===== src/rtl/store_write_buffer_if.sv =====
// Store, load-probe and data SRAM write signals of the store write buffer.
// Handshake: a store is taken on a clk edge with st_valid & st_ready; a write
// is retired on a clk edge with data_sram_en & data_sram_gnt and is held stable until then.
interface store_write_buffer_if;
    logic        st_valid;
    logic [1:0]  st_type;
    logic [31:0] st_addr;
    logic [31:0] st_data;
    logic        st_ready;
    logic        st_ade;
    logic        ld_valid;
    logic [31:0] ld_addr;
    logic        ld_hit;
    logic        data_sram_en;
    logic [3:0]  data_sram_wen;
    logic [31:0] data_sram_addr;
    logic [31:0] data_sram_wdata;
    logic        data_sram_gnt;

    modport master (
        output st_valid, st_type, st_addr, st_data, ld_valid, ld_addr, data_sram_gnt,
        input  st_ready, st_ade, ld_hit, data_sram_en, data_sram_wen,
               data_sram_addr, data_sram_wdata
    );

    modport slave (
        input  st_valid, st_type, st_addr, st_data, ld_valid, ld_addr, data_sram_gnt,
        output st_ready, st_ade, ld_hit, data_sram_en, data_sram_wen,
               data_sram_addr, data_sram_wdata
    );
endinterface


===== src/rtl/store_write_buffer.sv =====
// In-order store write buffer: formats SW/SH/SB into byte lanes, queues them,
// drains them to the data SRAM and flags loads that hit a pending store word.
module store_write_buffer #(
    parameter int DEPTH = 4,
    parameter int PTR_W = 2
) (
    input  logic                 clk,
    input  logic                 rst,
    store_write_buffer_if.slave  bus,
    output logic                 empty,
    output logic [PTR_W:0]       count
);
    localparam logic [PTR_W:0] FULL = (PTR_W + 1)'(DEPTH);

    logic [PTR_W-1:0] wr_ptr;
    logic [PTR_W-1:0] rd_ptr;
    logic [29:0]      e_addr  [DEPTH];
    logic [3:0]       e_wen   [DEPTH];
    logic [31:0]      e_wdata [DEPTH];

    logic [3:0]  in_wen;
    logic [31:0] in_wdata;
    logic        in_mis;
    logic        in_legal;
    logic        enq;
    logic        deq;
    logic        hit;
    logic [PTR_W-1:0] offs;
    logic        unused_ld_low;

    assign unused_ld_low = ^bus.ld_addr[1:0];

    always_comb begin
        in_wen   = 4'b0000;
        in_wdata = bus.st_data;
        in_mis   = 1'b0;
        in_legal = 1'b1;
        case (bus.st_type)
            2'b00: begin
                in_wen = 4'b1111;
                in_mis = (bus.st_addr[1:0] != 2'b00);
            end
            2'b01: begin
                in_wen   = bus.st_addr[1] ? 4'b1100 : 4'b0011;
                in_wdata = {2{bus.st_data[15:0]}};
                in_mis   = bus.st_addr[0];
            end
            2'b10: begin
                in_wen   = 4'b0001 << bus.st_addr[1:0];
                in_wdata = {4{bus.st_data[7:0]}};
            end
            default: in_legal = 1'b0;
        endcase
    end

    // Readiness comes only from registered count: no pass-through when full.
    assign bus.st_ready = (count != FULL);
    assign empty        = (count == '0);
    assign enq          = bus.st_valid & bus.st_ready & in_legal & ~in_mis;
    assign deq          = ~empty & bus.data_sram_gnt;

    // Head outputs are forced to zero when idle so stale entries never show.
    assign bus.data_sram_en    = ~empty;
    assign bus.data_sram_wen   = empty ? 4'b0000 : e_wen[rd_ptr];
    assign bus.data_sram_addr  = empty ? 32'd0 : {e_addr[rd_ptr], 2'b00};
    assign bus.data_sram_wdata = empty ? 32'd0 : e_wdata[rd_ptr];

    always_ff @(posedge clk) begin
        if (rst) begin
            wr_ptr     <= '0;
            rd_ptr     <= '0;
            count      <= '0;
            bus.st_ade <= 1'b0;
        end else begin
            bus.st_ade <= bus.st_valid & bus.st_ready & in_legal & in_mis;
            if (enq) wr_ptr <= wr_ptr + PTR_W'(1);
            if (deq) rd_ptr <= rd_ptr + PTR_W'(1);
            case ({enq, deq})
                2'b10:   count <= count + (PTR_W + 1)'(1);
                2'b01:   count <= count - (PTR_W + 1)'(1);
                default: count <= count;
            endcase
        end
    end

    always_ff @(posedge clk) begin
        if (enq) begin
            e_addr[wr_ptr]  <= bus.st_addr[31:2];
            e_wen[wr_ptr]   <= in_wen;
            e_wdata[wr_ptr] <= in_wdata;
        end
    end

    // An entry is live when its distance from the head is below count.
    always_comb begin
        hit  = 1'b0;
        offs = '0;
        for (int i = 0; i < DEPTH; i++) begin
            offs = PTR_W'(i) - rd_ptr;
            if (({1'b0, offs} < count) && (e_addr[i] == bus.ld_addr[31:2])) hit = 1'b1;
        end
        if (enq && (bus.st_addr[31:2] == bus.ld_addr[31:2])) hit = 1'b1;
        bus.ld_hit = bus.ld_valid & hit;
    end
endmodule


===== src/flat_wrapper.sv =====
// flat-port wrapper written by rule: the top's interface ports become plain ports
module store_write_buffer_flat 
#(
    parameter int DEPTH = 4,
    parameter int PTR_W = 2
)
  (clk, rst, empty, count, bus_st_valid, bus_st_type, bus_st_addr, bus_st_data, bus_ld_valid, bus_ld_addr, bus_data_sram_gnt, bus_st_ready, bus_st_ade, bus_ld_hit, bus_data_sram_en, bus_data_sram_wen, bus_data_sram_addr, bus_data_sram_wdata);
  store_write_buffer_if bus_i ();
  input  logic clk;
  input  logic rst;
  output logic empty;
  output logic [PTR_W:0] count;
  input wire logic [$bits(bus_i.st_valid)-1:0] bus_st_valid;
  input wire logic [$bits(bus_i.st_type)-1:0] bus_st_type;
  input wire logic [$bits(bus_i.st_addr)-1:0] bus_st_addr;
  input wire logic [$bits(bus_i.st_data)-1:0] bus_st_data;
  input wire logic [$bits(bus_i.ld_valid)-1:0] bus_ld_valid;
  input wire logic [$bits(bus_i.ld_addr)-1:0] bus_ld_addr;
  input wire logic [$bits(bus_i.data_sram_gnt)-1:0] bus_data_sram_gnt;
  output wire logic [$bits(bus_i.st_ready)-1:0] bus_st_ready;
  output wire logic [$bits(bus_i.st_ade)-1:0] bus_st_ade;
  output wire logic [$bits(bus_i.ld_hit)-1:0] bus_ld_hit;
  output wire logic [$bits(bus_i.data_sram_en)-1:0] bus_data_sram_en;
  output wire logic [$bits(bus_i.data_sram_wen)-1:0] bus_data_sram_wen;
  output wire logic [$bits(bus_i.data_sram_addr)-1:0] bus_data_sram_addr;
  output wire logic [$bits(bus_i.data_sram_wdata)-1:0] bus_data_sram_wdata;
  assign bus_i.st_valid = bus_st_valid;
  assign bus_i.st_type = bus_st_type;
  assign bus_i.st_addr = bus_st_addr;
  assign bus_i.st_data = bus_st_data;
  assign bus_i.ld_valid = bus_ld_valid;
  assign bus_i.ld_addr = bus_ld_addr;
  assign bus_i.data_sram_gnt = bus_data_sram_gnt;
  assign bus_st_ready = bus_i.st_ready;
  assign bus_st_ade = bus_i.st_ade;
  assign bus_ld_hit = bus_i.ld_hit;
  assign bus_data_sram_en = bus_i.data_sram_en;
  assign bus_data_sram_wen = bus_i.data_sram_wen;
  assign bus_data_sram_addr = bus_i.data_sram_addr;
  assign bus_data_sram_wdata = bus_i.data_sram_wdata;
  store_write_buffer #(.DEPTH(DEPTH), .PTR_W(PTR_W)) u_core (.clk(clk), .rst(rst), .bus(bus_i), .empty(empty), .count(count));
endmodule

===== config.mk =====
export PLATFORM = sky130hd
export DESIGN_NAME = store_write_buffer_flat
export DESIGN_NICKNAME = d
export VERILOG_FILES = /design/src/rtl/store_write_buffer_if.sv /design/src/rtl/store_write_buffer.sv /design/src/flat_wrapper.sv
export SDC_FILE = /design/constraint.sdc
export NUM_CORES = 1
export LEC_CHECK = 0
export ABC_AREA = 1
export ABC_CLOCK_PERIOD_IN_PS = 8200
export CAP_MARGIN = 25
export CORE_UTILIZATION = 48
export CTS_CLUSTER_SIZE = 10
export DETAILED_ROUTE_END_ITERATION = 8
export GPL_TIMING_DRIVEN = 0
export PLACE_DENSITY = 0.69
export SYNTH_ARGS = -nofsm -noshare
export SYNTH_HDL_FRONTEND = slang
export SYNTH_SLANG_ARGS = --single-unit

===== constraint.sdc =====
create_clock -name clk -period 8.2 [get_ports clk]
set_clock_uncertainty 0.15 [all_clocks]
set_input_delay 1.64 -clock clk [delete_from_list [all_inputs] [get_ports clk]]
set_output_delay 1.64 -clock clk [all_outputs]
set_load 0.005 [all_outputs]

==> reports/qor.yml, run 1 <==
placed_design:
  gp_congestion: 0.906
  port_buffers: 149
  dp.final_hpwl_mm: 27.5
detailed_routing:
  ant_nets: 0
  maxUsedRoutingLayer: "met4"
  wl_met3_mm: 3.32
  first_pass_iters: 5
  drc: 0
  dr_wl_met2_mm: 18.9
  wl_per_cell_um: 20.2
  viasPerCell: 5.46
  drtIter0Drc: 1200
  vias: 10700
  wl_mm: 39.7
  met1Wirelength_mm: 16.2
worst_setup_path:
  startpoint_type: "input port"
  critPathKind: "in2out"
  path_max_fanout: 10
  rrSetupSlack_ns: 5.44
  cp.arrival_ns: 4.22
  rr_worst_depth: 8
  critPathCaptureType: "output port"
  crit_required_ns: 6.41
global_routing:
  grt_overflow: 0
  grt_max_degree: 29
  gr-usage-all-layers_pct: 27.8
  grt_pass1_vias: 10200
  grt_pass1_wl_mm: 59.2
  antenna_found_initial: 3
cts:
  cts-root-buf: "clkbuf_16"
  path_clk_slew_ns: 0.06
  post_cts_buffers: 0
  clockBufferDepth: 3
  clock_latency_ns: 0.52
  cts_sinks: 274
  cts_resized: 0
  cts_tree: "yes"
  numCtsBuffers: 34
  cts.hold.buffers_added: 0
  cts_htree_levels: 2
logic_synthesis:
  yosysMostFrequentCell: "nor2_1"
  syn_inst: 1378
  synth_top_area_share_pct: 58.8
  yosysWarnings: 0
  synth_area_leader_cell: "edfxtp_1"
  synth_cell_types: 35
  synth.area.top_cells: "edfxtp_1 (59%), nor2_1 (7.8%), o21ai_0 (5.6%), nand2_1 (4.6%), a21oi_1 (4.1%)"
  syn_avg_cell_area_um2: 9.78
  synth_edf_count: 264
  async_reset_ff_share_pct: 0
  netlist_area_um2: 13500
  ys_seq_area_share_pct: 60.3
  synth_common_cells: "nor2_1 (279), edfxtp_1 (264), nand2_1 (165)"
  synth-seq-cells: 274
  synth_ff_type: "edfxtp_1"
power_and_ir_drop:
  seq_power_share_pct: 33.7
  p_switching_mw: 1.75
  p_sw_share_pct: 35.2
  vdd_ir_drop_max_uv: 162
  power.leakage_nw: 6.20
  power.internal_mw: 3.21
  power.density_nw_per_um2: 298
  combPwrFrac_pct: 38.6
  power.total_mw: 4.96
  p_clk_share_pct: 27.6
final_layout:
  area_growth_pct: 23.5
  nFillCells: 2247
  drive_gt1_share_pct: 6.72
  nets: 1689
sta:
  rsz0062_at_grt: "false"
  setup_viol: 0
  relSlewSlack_pct: 37.4
  final.min_clock_period_ns: 6.01
  timing.hold.ws_ns: 0.406
  worst_pin_slew_ns: 0.937
  max_freq_mhz: 166
  hold_viol: 0
  finalSetupTns_ns: 0
  min_period_over_period_pct: 73.3
  finalMaxSlewViolations: 0
die:
  die_area_um2: 28700
  core_um2: 27300
  die_height_um: 170
  io_pins: 179
  die_x_um: 170
  start_util_pct: 49.4
  rows: 60
min_path:
  holdCritPathClass: "reg2reg"
  hold_depth: 2
run:
  cap_violations: 0
run_status:
  run_status: "finished, final reports clean"
-- worst max-delay path: stages --
cell and delay, ns:
clkdlybuf4s50_1 0.53, inv_1 0.08, ha_1 0.21, inv_1 0.09
nor2_1 0.05, a21oi_1 0.25, nand2_2 0.28, nor2_1 0.25
nand3_1 0.10, nand2_1 0.07, nor2_1 0.07, nor2_1 0.08
clkdlybuf4s50_1 0.50
-- power by group through the flow --
stage	clock network [mW]	registers, mW	logic (mW)
after floorplan	0	1.69	0.883
after global placement	0	1.71	1.85
after detailed placement	0	1.70	1.89
after CTS	1.38	1.67	1.91
after global routing	1.43	1.68	2.07
final	1.37	1.67	1.92
-- per-stage QoR --
stage	std cells	instance area (µm²)	setup slack, ns	util, %
after floorplan	1379	13500	2.47	-
after global placement	1900	15400	-0.689	56.6
after detailed placement	1908	15600	2.21	57.3
after CTS	1964	16600	2.20	61.0
after global routing	1966	16600	2.08	61.0
final	1967	16600	2.19	61.1
-- area by class of cell --
class | count | area (µm²) | share of cell area, %
diodes | 3 | 7.51 | 0.0451
plain buffers | 79 | 359 | 2.16
clock buffers | 49 | 928 | 5.58
clock inverters | 7 | 78.8 | 0.474
inverters | 129 | 484 | 2.91
multi-input cells | 897 | 4540 | 27.3
flip-flops and latches | 274 | 8130 | 48.8
well taps | 372 | 465 | 2.80
repair buffers | 157 | 1650 | 9.93
-- registers in the layout (all words and copies together), names as in the netlist, named ones only --
name / cells
u_core.count: 3
u_core.e_wen: 16
u_core.rd_ptr: 2
u_core.e_wdata: 128
u_core.wr_ptr: 2
u_core.e_addr: 120
u_core.bus.st_ade: 1
-- final timing paths --
check / start / end
hold / removal: u_core.wr_ptr[1] / u_core.wr_ptr[1]
setup reg to reg: u_core.count[0] / u_core.e_wdata[1][30]
hold reg to reg: u_core.wr_ptr[1] / u_core.wr_ptr[1]
setup / recovery: bus_st_type[0] / bus_ld_hit
-- layer usage --
| metal | vias to the layer above | track usage, % |
|---|---|---|
| met5 | - | 0 |
| met4 | 0 | 10.5 |
| met2 | 557 | 46.2 |
| met1 | 5072 | 37.1 |
| met3 | 104 | 3.89 |
| li1 | 4998 | - |
-- cell usage in the layout (no fill, tap or decap), types with 2 or more instances in the layout --
master	n
nor3_1	3
clkbuf_16	35
a21oi_1	110
buf_4	2
edfxtp_1	264
buf_12	8
o22ai_1	19
buf_2	41
nand4_1	7
nor2_4	4
nand3_1	21
clkbuf_1	42
or2_2	2
clkbuf_2	3
clkinv_1	5
inv_2	4
o211ai_1	4
o21ai_0	152
clkdlybuf4s50_1	149
nor2_1	275
diode_2	3
nand2_1	165
buf_1	5
xor2_1	42
clkinv_8	2
conb_1	2
xnor2_1	61
or2_0	4
ha_1	13
dfxtp_1	10
inv_1	123
a31oi_1	2
nor3_2	2
or2_1	2
-- cells by family after synthesis --
kind of cell / Yosys count / synth area share (%)
AND/OR/NAND/NOR: 488 / 14.2
XOR/XNOR: 103 / 6.70
flip-flops: 274 / 60.3
adder cells (fa/ha/maj): 14 / 1.36
other: 1 / 0.0278
AO/OA/AOI/OAI: 290 / 11.1
buffers and inverters: 208 / 6.26
No activity file was read; power rests on OpenSTA's default activity.
==> run 2, diff against run 1 <==
- ABC_CLOCK_PERIOD_IN_PS: 8200 -> 6100
- clock period: 8.2 -> 6.1 ns (I/O delays scaled with it)
==> results of run 2 <==
The final DEF is identical to that of run 1. Status: finished, final reports clean.
Main changes from that run: setup slack after placement 2.21 ns -> 0.950 ns; setup slack after layout 2.19 ns -> 0.932 ns; register-to-register setup slack 5.44 ns -> 3.34 ns; total power 4.96 mW -> 6.67 mW; worst IR drop on VDD 162 µV -> 218 µV
